==> config.mk <==
export PLATFORM = sky130hd
export DESIGN_NAME = sequence_generator
export DESIGN_NICKNAME = d
export VERILOG_FILES = /design/src/rtl/seq_pkg.sv /design/src/rtl/seq_piso.sv /design/src/rtl/sequence_generator.sv
export SDC_FILE = /design/constraint.sdc
export NUM_CORES = 1
export LEC_CHECK = 0
export ABC_AREA = 1
export CAP_MARGIN = 40
export CELL_PAD_IN_SITES_DETAIL_PLACEMENT = 0
export CELL_PAD_IN_SITES_GLOBAL_PLACEMENT = 1
export CORE_UTILIZATION = 45
export DETAILED_ROUTE_END_ITERATION = 10
export PLACE_DENSITY = 0.85
export SLEW_MARGIN = 20
export SYNTH_ARGS = -nofsm -noshare
export SYNTH_HDL_FRONTEND = slang
export SYNTH_HIERARCHICAL = 1
export SYNTH_SLANG_ARGS = --single-unit
==> constraint.sdc <==
create_clock -name clk -period 3.3 [get_ports clk]
set_input_delay 0.66 -clock clk [delete_from_list [all_inputs] [get_ports clk]]
set_output_delay 0.66 -clock clk [all_outputs]
set_load 0.02 [all_outputs]
==> src/rtl/seq_pkg.sv <==
// Shared definitions for the 12-bit sequence-detect link.
// The generator and the detector both use these.
package seq_pkg;

    typedef enum logic [1:0] {
        IDLE = 2'd0,
        SEND = 2'd1,
        GAP  = 2'd2
    } seq_gen_state_t;

    localparam int              SEQ_WIDTH   = 12;
    localparam logic [SEQ_WIDTH-1:0] SEQ_PATTERN = 12'b1110_1101_1011;

endpackage : seq_pkg

==> src/rtl/seq_piso.sv <==
// Parallel-load shift register.
// The MSB is always the next bit the generator will emit.
// A shift rotates the MSB back into the LSB, so after WIDTH shifts the
// register holds the loaded word again. Back-to-back copies therefore
// need no reload.
module seq_piso
    import seq_pkg::*;
#(
    parameter int               WIDTH = SEQ_WIDTH,
    parameter logic [WIDTH-1:0] INIT  = SEQ_PATTERN
) (
    input  logic             clk,
    input  logic             reset,
    input  logic             load,
    input  logic             shift,
    input  logic [WIDTH-1:0] data_i,
    output logic             serial_o
);

    logic [WIDTH-1:0] shreg_q, shreg_d;

    // Next contents: a load takes priority over a shift.
    always_comb begin
        // NOTE: give every always_comb output a default first, so that no path leaves it unassigned and infers a latch.
        shreg_d = shreg_q;
        if (load) begin
            shreg_d = data_i;
        end else if (shift) begin
            shreg_d = {shreg_q[WIDTH-2:0], shreg_q[WIDTH-1]};
        end
    end

    // Storage. Reset preloads the pattern so that a start on the first cycle after reset is already correct.
    always_ff @(posedge clk or posedge reset) begin
        // NOTE: sequential state uses non-blocking assignments only; blocking ones would create ordering races between flops.
        if (reset) shreg_q <= INIT;
        else       shreg_q <= shreg_d;
    end

    assign serial_o = shreg_q[WIDTH-1];

endmodule : seq_piso

==> src/rtl/sequence_generator.sv <==
// Serial pattern transmitter.
// It sends PATTERN MSB-first repeat_i times, with gap_i idle cycles
// between copies. done_o pulses for one cycle after the last bit.
// All outputs are registered.
module sequence_generator
    import seq_pkg::*;
#(
    parameter int               WIDTH   = SEQ_WIDTH,
    parameter logic [WIDTH-1:0] PATTERN = SEQ_PATTERN,
    parameter int               REP_W   = 8,
    parameter int               GAP_W   = 4
) (
    input  logic             clk,
    input  logic             reset,
    input  logic             start_i,
    input  logic [REP_W-1:0] repeat_i,
    input  logic [GAP_W-1:0] gap_i,
    input  logic             abort_i,
    output logic             x_o,
    output logic             valid_o,
    output logic             busy_o,
    output logic             done_o
);

    localparam int               IDX_W    = $clog2(WIDTH);
    localparam logic [IDX_W-1:0] LAST_IDX = IDX_W'(WIDTH - 1);

    seq_gen_state_t   state_q, state_d;
    logic [IDX_W-1:0] bit_idx_q, bit_idx_d;   // index of the bit currently on x_o
    logic [REP_W-1:0] rep_cnt_q, rep_cnt_d;   // copies still to finish, counting the current one
    logic [GAP_W-1:0] gap_len_q, gap_len_d;
    logic [GAP_W-1:0] gap_cnt_q, gap_cnt_d;   // gap cycles remaining after the current one
    logic             x_q, x_d;
    logic             valid_q, valid_d;
    logic             busy_q, busy_d;
    logic             done_q, done_d;

    logic             piso_load, piso_shift, piso_bit;

    seq_piso #(
        .WIDTH (WIDTH),
        .INIT  (PATTERN)
    ) u_piso (
        .clk      (clk),
        .reset    (reset),
        .load     (piso_load),
        .shift    (piso_shift),
        .data_i   (PATTERN),
        .serial_o (piso_bit)
    );

    // Next state and next registered outputs. Abort overrides everything.
    always_comb begin
        state_d    = state_q;
        bit_idx_d  = bit_idx_q;
        rep_cnt_d  = rep_cnt_q;
        gap_len_d  = gap_len_q;
        gap_cnt_d  = gap_cnt_q;
        x_d        = 1'b0;
        valid_d    = 1'b0;
        busy_d     = 1'b0;
        done_d     = 1'b0;
        piso_load  = 1'b0;
        piso_shift = 1'b0;

        unique case (state_q)
            IDLE: begin
                piso_load = 1'b1;
                if (start_i && (repeat_i != '0)) begin
                    state_d    = SEND;
                    rep_cnt_d  = repeat_i;
                    gap_len_d  = gap_i;
                    bit_idx_d  = LAST_IDX;
                    piso_load  = 1'b0;
                    piso_shift = 1'b1;
                    x_d        = piso_bit;
                    valid_d    = 1'b1;
                    busy_d     = 1'b1;
                end
            end

            SEND: begin
                if (bit_idx_q != '0) begin
                    bit_idx_d  = bit_idx_q - 1'b1;
                    piso_shift = 1'b1;
                    x_d        = piso_bit;
                    valid_d    = 1'b1;
                    busy_d     = 1'b1;
                end else begin
                    rep_cnt_d = rep_cnt_q - 1'b1;
                    if (rep_cnt_q == REP_W'(1)) begin
                        state_d = IDLE;
                        done_d  = 1'b1;
                    end else if (gap_len_q == '0) begin
                        bit_idx_d  = LAST_IDX;
                        piso_shift = 1'b1;
                        x_d        = piso_bit;
                        valid_d    = 1'b1;
                        busy_d     = 1'b1;
                    end else begin
                        state_d   = GAP;
                        gap_cnt_d = gap_len_q - 1'b1;
                        busy_d    = 1'b1;
                    end
                end
            end

            GAP: begin
                busy_d = 1'b1;
                if (gap_cnt_q == '0) begin
                    state_d    = SEND;
                    bit_idx_d  = LAST_IDX;
                    piso_shift = 1'b1;
                    x_d        = piso_bit;
                    valid_d    = 1'b1;
                end else begin
                    gap_cnt_d = gap_cnt_q - 1'b1;
                end
            end

            default: state_d = IDLE;
        endcase

        // Abort returns to IDLE and restores the pattern register, so the next start is aligned.
        if (abort_i) begin
            state_d    = IDLE;
            x_d        = 1'b0;
            valid_d    = 1'b0;
            busy_d     = 1'b0;
            done_d     = 1'b0;
            piso_load  = 1'b1;
            piso_shift = 1'b0;
        end
    end

    // State, counters and output registers.
    always_ff @(posedge clk or posedge reset) begin
        if (reset) begin
            state_q   <= IDLE;
            bit_idx_q <= '0;
            rep_cnt_q <= '0;
            gap_len_q <= '0;
            gap_cnt_q <= '0;
            x_q       <= 1'b0;
            valid_q   <= 1'b0;
            busy_q    <= 1'b0;
            done_q    <= 1'b0;
        end else begin
            state_q   <= state_d;
            bit_idx_q <= bit_idx_d;
            rep_cnt_q <= rep_cnt_d;
            gap_len_q <= gap_len_d;
            gap_cnt_q <= gap_cnt_d;
            x_q       <= x_d;
            valid_q   <= valid_d;
            busy_q    <= busy_d;
            done_q    <= done_d;
        end
    end

    assign x_o     = x_q;
    assign valid_o = valid_q;
    assign busy_o  = busy_q;
    assign done_o  = done_q;

endmodule : sequence_generator

# == Word-level counts from Yosys, hierarchy flattened ==
# Index checks and enable logic that the tools add are counted.
# op_classes
n_addsub,4
n_eq_ne,15
muxes,48
reduce_logical,15
# ops
operator,n
$mux 4,9
$mux 12,2
$mux 1,22
$mux 8,2
$pmux 8 s2,1
$ne 3x3->1 const B,5
$mux 2,6
$ne 2x2->1 const B,6
$pmux 4 s3,1
$sub 4x1->4 const B,3
$reduce_and 5->1,2
$pmux 1 s3,3
$eq 8x1->1 const B,1
$logic_not 4->1,2
$pmux 4 s2,1
$reduce_bool 8->1,1
$sub 8x1->8 const B,1
$pmux 2 s3,1
$reduce_bool 2->1,3
$ne 4x4->1 const B,1
$reduce_and 4->1,1
$reduce_bool 4->1,1
$reduce_and 3->1,1
$reduce_bool 3->1,1
other kinds (5),5
# word_totals
reg_bits,38
out_inout_bits,4

# == Logic depth before layout (Yosys ltp) ==
# Gate-level depths: netlist of run 1.
# depth
word_depth,8
ltp_mapped,12
mapped_depth_nobuf,12

# == By module ==
# The synthesis of run 1 kept the hierarchy.
# modules_own_cells
module,n_inst,cells_each,area_each_um2
sequence_generator,1,226,1659.1
seq_piso,1,70,579.3

# == Least setup slack after synthesis of run 1 ==
# OpenSTA, ideal clock, no wires.
# synth_timing
kind,input-to-reg
from,input port repeat_i[4]
to,register u_piso.shreg_q[2]
arrival_ps,1769
setup_slack_ps,1463
stages,11
path_buffers,1
path_cell_list,inv_1 -> nand2_1 -> nor2_1 -> nand2_1 -> nand3_2 -> nand2_1 -> inv_1 -> a21oi_1 -> buf_2 -> nand3_1 -> nand3_1
# synth_between
elab_chain_cells,6
# synth_rtl
item,line_no,rtl
"start, declared",sequence_generator.sv:16,"input logic [REP_W-1:0] repeat_i,"
$reduce_bool 8->1,sequence_generator.sv:69,if (start_i && (repeat_i != '0)) begin
$logic_and 1x1->1,sequence_generator.sv:69,
$mux 1,sequence_generator.sv:69,
$pmux 1 s3,sequence_generator.sv:66,unique case (state_q)
$mux 1,sequence_generator.sv:125,if (abort_i) begin
via piso_shift,sequence_generator.sv:38,"logic piso_load, piso_shift, piso_bit;"
$reduce_bool 2->1 (no source line),-,
"end signal, assigned",seq_piso.sv:37,else shreg_q <= shreg_d;
"end, declared",seq_piso.sv:20,"logic [WIDTH-1:0] shreg_q, shreg_d;"
# The timed path passes the listed nets, and every way through them passes these cells.
# A chain may end at the register's enable or synchronous reset.

# == Worst setup path after layout of run 1 ==
# layout_timing
from,input port repeat_i[5]
to,register u_piso.shreg_q[8]
# layout_between
elab_chain_cells,6
# layout_rtl
item,line_no
$reduce_bool 8->1 *,sequence_generator.sv:69
$logic_and 1x1->1 *,sequence_generator.sv:69
$mux 1 *,sequence_generator.sv:69
$mux 1 *,sequence_generator.sv:66
$mux 1 *,sequence_generator.sv:125
via piso_load,sequence_generator.sv:38
$mux 12 or $reduce_bool 2->1 (tied branches),-
# The timed path passes the listed nets; every way through them passes the cells marked *.

==> flow_summary.toml, run 1 <==
[run_status]
status = "completed"

[setup_path]
critPathKind = "input pin to flop"
arrival_ns = 2.55
crit_required_ns = 3.53
r2r_end = "u_piso/shreg_q[8]$_DFFE_PP0P_"
r2r_cells = 10
endpoint = "u_piso/shreg_q[8]$_DFFE_PP0P_"
r2r_slack_ns = 1.15
critPathLaunch = "repeat_i[5]"
r2r_start = "rep_cnt_q[1]$_DFFE_PP0P_"
startpoint_type = "input pin"
critPathMaxFanout = 14
critPathCaptureType = "flop"

[timing]
setup_ws_ns = 0.975
setup_viol_count_final = 0
slew_headroom_pct = 55.2
finalMaxSlewViolations = 0
fmax_mhz = 430
fin_setup_tns_ns = 0
worst_pin_slew_ns = 0.671
fin_crit_ns = 2.33
post-route-period-util_pct = 70.5
grt_setup_unrepaired = "no"
skew_ns = 0.00384
hold_viol_final = 0

[detailed_routing]
drt_iter0_markers = 140
vias_per_cell = 4.74
totalWireLength_um = 4680
wl_per_cell_um = 11.8
drtAntennaViolNets = 0
post-route-drc-count = 0
vias = 1879
drt_first_pass_iters = 4

[grt]
grt_pass1_vias = 1901
grt.overflow.total = 0
grt_max_degree = 24
grt_pass1_wl_um = 8360
antenna_found_initial = 0
grt_usage_pct = 20.4

[worst_hold_path]
hold_path_class = "flop to flop"

[power]
p_comb_share_pct = 39.3
switching_share_pct = 40.6
cellInternalPower_uw = 1050
ir_drop_v = 0.000273
p_leak_uw = 0.00130
clkPwrFrac_pct = 18.9
p_switching_uw = 716
power.density_mw_per_mm2 = 680
seq_power_share_pct = 41.8

[die]
ios = 20
die_w_um = 72.5
core_mm2 = 0.00475
start_util_pct = 47.1
rows = 25
die_h_um = 72.5
dieArea_mm2 = 0.00526

[logic_synthesis]
yosysSeqAreaShare_pct = 43.0
netlist_area_mm2 = 0.00224
synth_seq_cells = 38
synth_top_area_share_pct = 32.4
syn_avg_cell_area_um2 = 7.56
ys_warn_count = 6
synth_cell_types = 28
yosysTopAreaCell = "dfrtp_1"
syn_inst = 296
ys_top_cells_by_area = "dfrtp_1, nand2_1, dfstp_2"

[layout]
antennaDiodeCount = 0
layout_commonest_cell = "nand2_1"
final_cell_mix = "nand2_1, nand3_1, inv_1, dfrtp_1, nor2_1"
nets = 348
drive_gt1_share_pct = 14.0
area_growth_pct = 15.9

[placed_design]
place_congestion = 0.799
dp_hpwl_um = 3450
place_ws_ns = 0.627
place.port_buffers = 19

[clock_tree]
clk_pin_slew_ns = 0.07
cts_tree = "built"
ctsResizeCount = 0
cts_max_level = 2
cts-root-buf = "clkbuf_8"
post-cts-setup-buffers = 0
insertion_delay_ns = 0.29
cts.sinks = 38
cts_buffers = 5
cts_buffer_depth = 2
ctsHoldBuffers = 0

[run]
drv_cap = 0
-- how the worst min path moves through the flow --
stage,startpoint,endpoint,depth (start not counted)
floorplan,u_piso/shreg_q[9]$_DFFE_PP1P_,u_piso/shreg_q[9]$_DFFE_PP1P_,2
global route,u_piso/shreg_q[9]$_DFFE_PP1P_,u_piso/shreg_q[9]$_DFFE_PP1P_,2
CTS,u_piso/shreg_q[9]$_DFFE_PP1P_,u_piso/shreg_q[9]$_DFFE_PP1P_,2
detailed placement,u_piso/shreg_q[9]$_DFFE_PP1P_,u_piso/shreg_q[9]$_DFFE_PP1P_,2
global placement,u_piso/shreg_q[9]$_DFFE_PP1P_,u_piso/shreg_q[9]$_DFFE_PP1P_,2
finish,u_piso/shreg_q[9]$_DFFE_PP1P_,u_piso/shreg_q[9]$_DFFE_PP1P_,2
-- critical path: stages --
cell             delay (ns)
clkdlybuf4s50_1        0.49
inv_1                  0.05
nand2_1                0.05
nor2_1                 0.05
nand2_1                0.09
nand2_1                0.05
nand2_1                0.13
nand2_1                0.30
nor2_2                 0.49
nand2_1                0.09
nand3_1                0.10
-- synth_stat cells --
cell,instances
o21bai_1,1
ha_1,4
o21ai_0,11
o21ai_2,7
inv_1,30
buf_4,2
dfrtp_1,29
nor2_1,24
nor2_4,3
nand3_2,2
o211ai_2,1
a31oi_1,2
buf_2,1
nand2_4,1
buf_6,5
inv_2,5
nor2_2,3
nand4_4,1
conb_1,2
nand3_1,39
nand2_1,93
xor2_1,2
nor3_1,1
a21oi_1,6
nand4_1,5
nand2_2,3
dfstp_2,9
o21ai_1,4
-- cells by family (layout without fill, tap and decap cells) --
| logic type | after synthesis | in the layout | synth area share [%] |
|---|---|---|---|
| simple gates | 175 | 175 | 35.5 |
| xor+xnor | 2 | 2 | 0.783 |
| flops | 38 | 38 | 43.0 |
| compound gates | 32 | 32 | 8.89 |
| buf+inv | 43 | 66 | 9.28 |
| fa+ha+maj | 4 | 4 | 2.24 |
| other cells | 2 | 12 | 0.336 |
-- final cells by class --
cell class              count  area [um2]
fillers                   470        2160
multi-input cells         225        1110
flip-flops and latches     38         962
repair buffers             23         220
inverters                  35         131
clock buffers               7        86.3
well taps                  67        83.8
clock inverters             1        5.00
-- power groups by stage --
stage                     sequential, uW  combinational [uW]  clock [uW]
final                                738                 692         334
after global routing                 758                 803         363
after CTS                            736                 699         343
after detailed placement             744                 696           0
after global placement               742                 683           0
after floorplan                      727                 553           0
-- state kept, by name, summed over array words and instances, names as in the netlist --
name and count:
busy_o 1, state_q 2, rep_cnt_q 8, x_o 1, bit_idx_q 4, valid_o 1
gap_len_q 4, done_o 1, gap_cnt_q 4, u_piso/shreg_q 12
-- per-stage QoR --
stage               total power (uW)  hold WS (ns)  std cells  cell area, um2  util [%]
detailed placement              1440         0.461        388            2500      52.7
floorplan                       1280         0.447        306            2280         -
finish                          1760         0.475        396            2590      54.6
global route                    1920         0.490        396            2590      54.6
CTS                             1780         0.474        396            2590      54.6
global placement                1420         0.463        388            2500      52.7
-- layer usage --
layer / GRT usage, % / up-vias / part of all wire, %
met5: 0 / - / 0
li1: - / 1000 / -
met4: 8.50 / 0 / 1.5
met3: 3.75 / 5 / 3.0
met1: 25.4 / 846 / 48
met2: 34.7 / 28 / 47
Note: power is estimated with default switching activity, not from simulation.
==> run 2, diff against run 1 <==
Settings changed: CORE_UTILIZATION 45 to 42, PLACE_DENSITY 0.85 to 0.8.
Clock period 3.3 ns to 2.2 ns, I/O delays scaled along.
==> run 2 against run 1 <==
Net effect: sequential power is 50% higher; final area is 3.9% higher; register-to-register slack worse by 0.82 ns; worst hold slack worse by 0.0051 ns; via count is 0.90% higher; critical path depth is 1 lower; count of clock-buffer cells in the layout is 1 lower; critical path type is now flop to flop; first-iteration DRC count is 49% lower; total power is 64% higher; flip-flop and latch count stayed put; clock power is 120% higher; combinational power is 52% higher.
==> flow_summary.toml, run 2 (same netlist as run 1, synthesis figures left out) <==
[worst_hold_path]
whs_path_depth = 2
min_to = "u_piso/shreg_q[9]$_DFFE_PP1P_"
hold_path_class = "flop to flop"
hp-start = "u_piso/shreg_q[9]$_DFFE_PP1P_"

[timing]
skew_ns = 0.00854
fin_crit_ns = 1.87
grt_setup_unrepaired = "no"
hold_viol_final = 0
fmax_mhz = 534
setup_viol_count_final = 0
finalMaxSlewViolations = 0
fin_setup_tns_ns = 0
post-route-period-util_pct = 85.1

[setup_path]
critPathCaptureType = "flop"
critPathKind = "flop to flop"
r2r_slack_ns = 0.33
r2r_cells = 10
r2r_end = "u_piso/shreg_q[5]$_DFFE_PP0P_"
crit_required_ns = 2.37
critPathMaxFanout = 13
r2r_start = "bit_idx_q[0]$_DFFE_PP0P_"
startpoint_type = "flop"
arrival_ns = 2.04

[die]
ios = 20
die_w_um = 75.0
core_mm2 = 0.00511
rows = 26
dieArea_mm2 = 0.00563
die_h_um = 75.0
start_util_pct = 43.8

[power]
finalPower_uw = 2900
ir_drop_v = 0.000442
p_leak_uw = 0.00135
power.density_mw_per_mm2 = 1080

[grt]
grt_pass1_vias = 1762
grt_usage_pct = 19.0
antenna_found_initial = 0
grt.overflow.total = 0
grt_max_degree = 27
grt_pass1_wl_um = 8070

[layout]
seq_area_um2 = 962
nets = 354
multi_input_area_mm2 = 0.00111
drive_gt1_share_pct = 15.8
top_regs = "u_piso/shreg_q: 12 flops, rep_cnt_q: 8 flops"
fillCellCount = 515
layout_commonest_cell = "nand2_1"
antennaDiodeCount = 0
final_cell_mix = "nand2_1, nand3_1, inv_1, dfrtp_1, nor2_1"
instances_no_fill = 405
area_growth_pct = 20.4
regMostFlops = "u_piso/shreg_q"
utilization_pct = 52.8
largest_register_ffs = 12

[clock_tree]
insertion_delay_ns = 0.29
cts_tree = "built"
cts-root-buf = "clkbuf_8"
cts.sinks = 38
ctsHoldBuffers = 0
cts_buffers = 5
cts_buffer_depth = 2
cts_max_level = 2
clk_pin_slew_ns = 0.08
post-cts-setup-buffers = 0
ctsResizeCount = 0

[detailed_routing]
wl_per_cell_um = 11.5
drtAntennaViolNets = 0
drt_first_pass_iters = 5
vias_per_cell = 4.68
post-route-drc-count = 0
drt_iter0_markers = 71
vias = 1896
totalWireLength_um = 4670

[run]
drv_cap = 0

[placed_design]
place_congestion = 0.762
dp.cells = 397
dp_hpwl_um = 3420
place.port_buffers = 19

[run_status]
status = "completed"
## run 2: cell types whose count changed in the layout (fill, tap and decap cells not counted)
cell and change:
clkbuf_1 -1, bufinv_16 +2, buf_4 +6, clkinv_2 -1
## run 2: cell type report
type	instances	share of cell area (%)
timing repair buffer	29	9.84
sequential	38	35.7
inverter	35	4.87
multi-input combinational	225	41.0
tap	70	3.25
clock buffer	6	3.06
clock inverter	2	2.23
## run 2: how the worst max path moves through the flow
stage | start | to | slack (ns) | depth (start not counted)
after floorplan | bit_idx_q[0]$_DFFE_PP0P_ | u_piso/shreg_q[2]$_DFFE_PP0P_ | 0.50 | 10
after detailed placement | repeat_i[5] | u_piso/shreg_q[9]$_DFFE_PP1P_ | 0.13 | 14
final | bit_idx_q[0]$_DFFE_PP0P_ | u_piso/shreg_q[5]$_DFFE_PP0P_ | 0.33 | 10
after CTS | gap_len_q[2]$_DFFE_PP0N_ | u_piso/shreg_q[9]$_DFFE_PP1P_ | 0.31 | 12
after global routing | gap_len_q[2]$_DFFE_PP0N_ | u_piso/shreg_q[9]$_DFFE_PP1P_ | 0.12 | 12
after global placement | repeat_i[5] | u_piso/shreg_q[9]$_DFFE_PP1P_ | 0.19 | 14
## run 2: worst max-delay path, stage by stage, from the launching register on
cell     delay [ns]
dfrtp_1        0.40
inv_1          0.08
ha_1           0.18
nand2_1        0.09
nor2_1         0.23
nand2_1        0.08
nand2_1        0.18
a21oi_1        0.13
buf_4          0.20
nand3_1        0.09
nand3_1        0.09
## run 2: per-stage QoR
| stage | cell area, um2 | hold slack (ns) | setup WS [ns] |
|---|---|---|---|
| after floorplan | 2280 | 0.298 | 0.501 |
| after global placement | 2550 | 0.460 | 0.187 |
| after detailed placement | 2550 | 0.465 | 0.132 |
| after CTS | 2700 | 0.474 | 0.308 |
| after global routing | 2700 | 0.502 | 0.120 |
| final | 2700 | 0.469 | 0.328 |
## run 2: report_power, final
group | switching, uW | internal [uW] | leakage [uW]
combinational | 652 | 400 | 0.000829
sequential | 168 | 938 | 0.000447
clock | 258 | 484 | 0.0000714
## run 2: metal layers
metal	routed length [um]	vias up	track usage [%]
li1	-	1008	-
met1	2360	857	26.0
met2	2140	27	30.1
met3	120	4	3.21
met4	52	0	7.34
met5	0	-	0
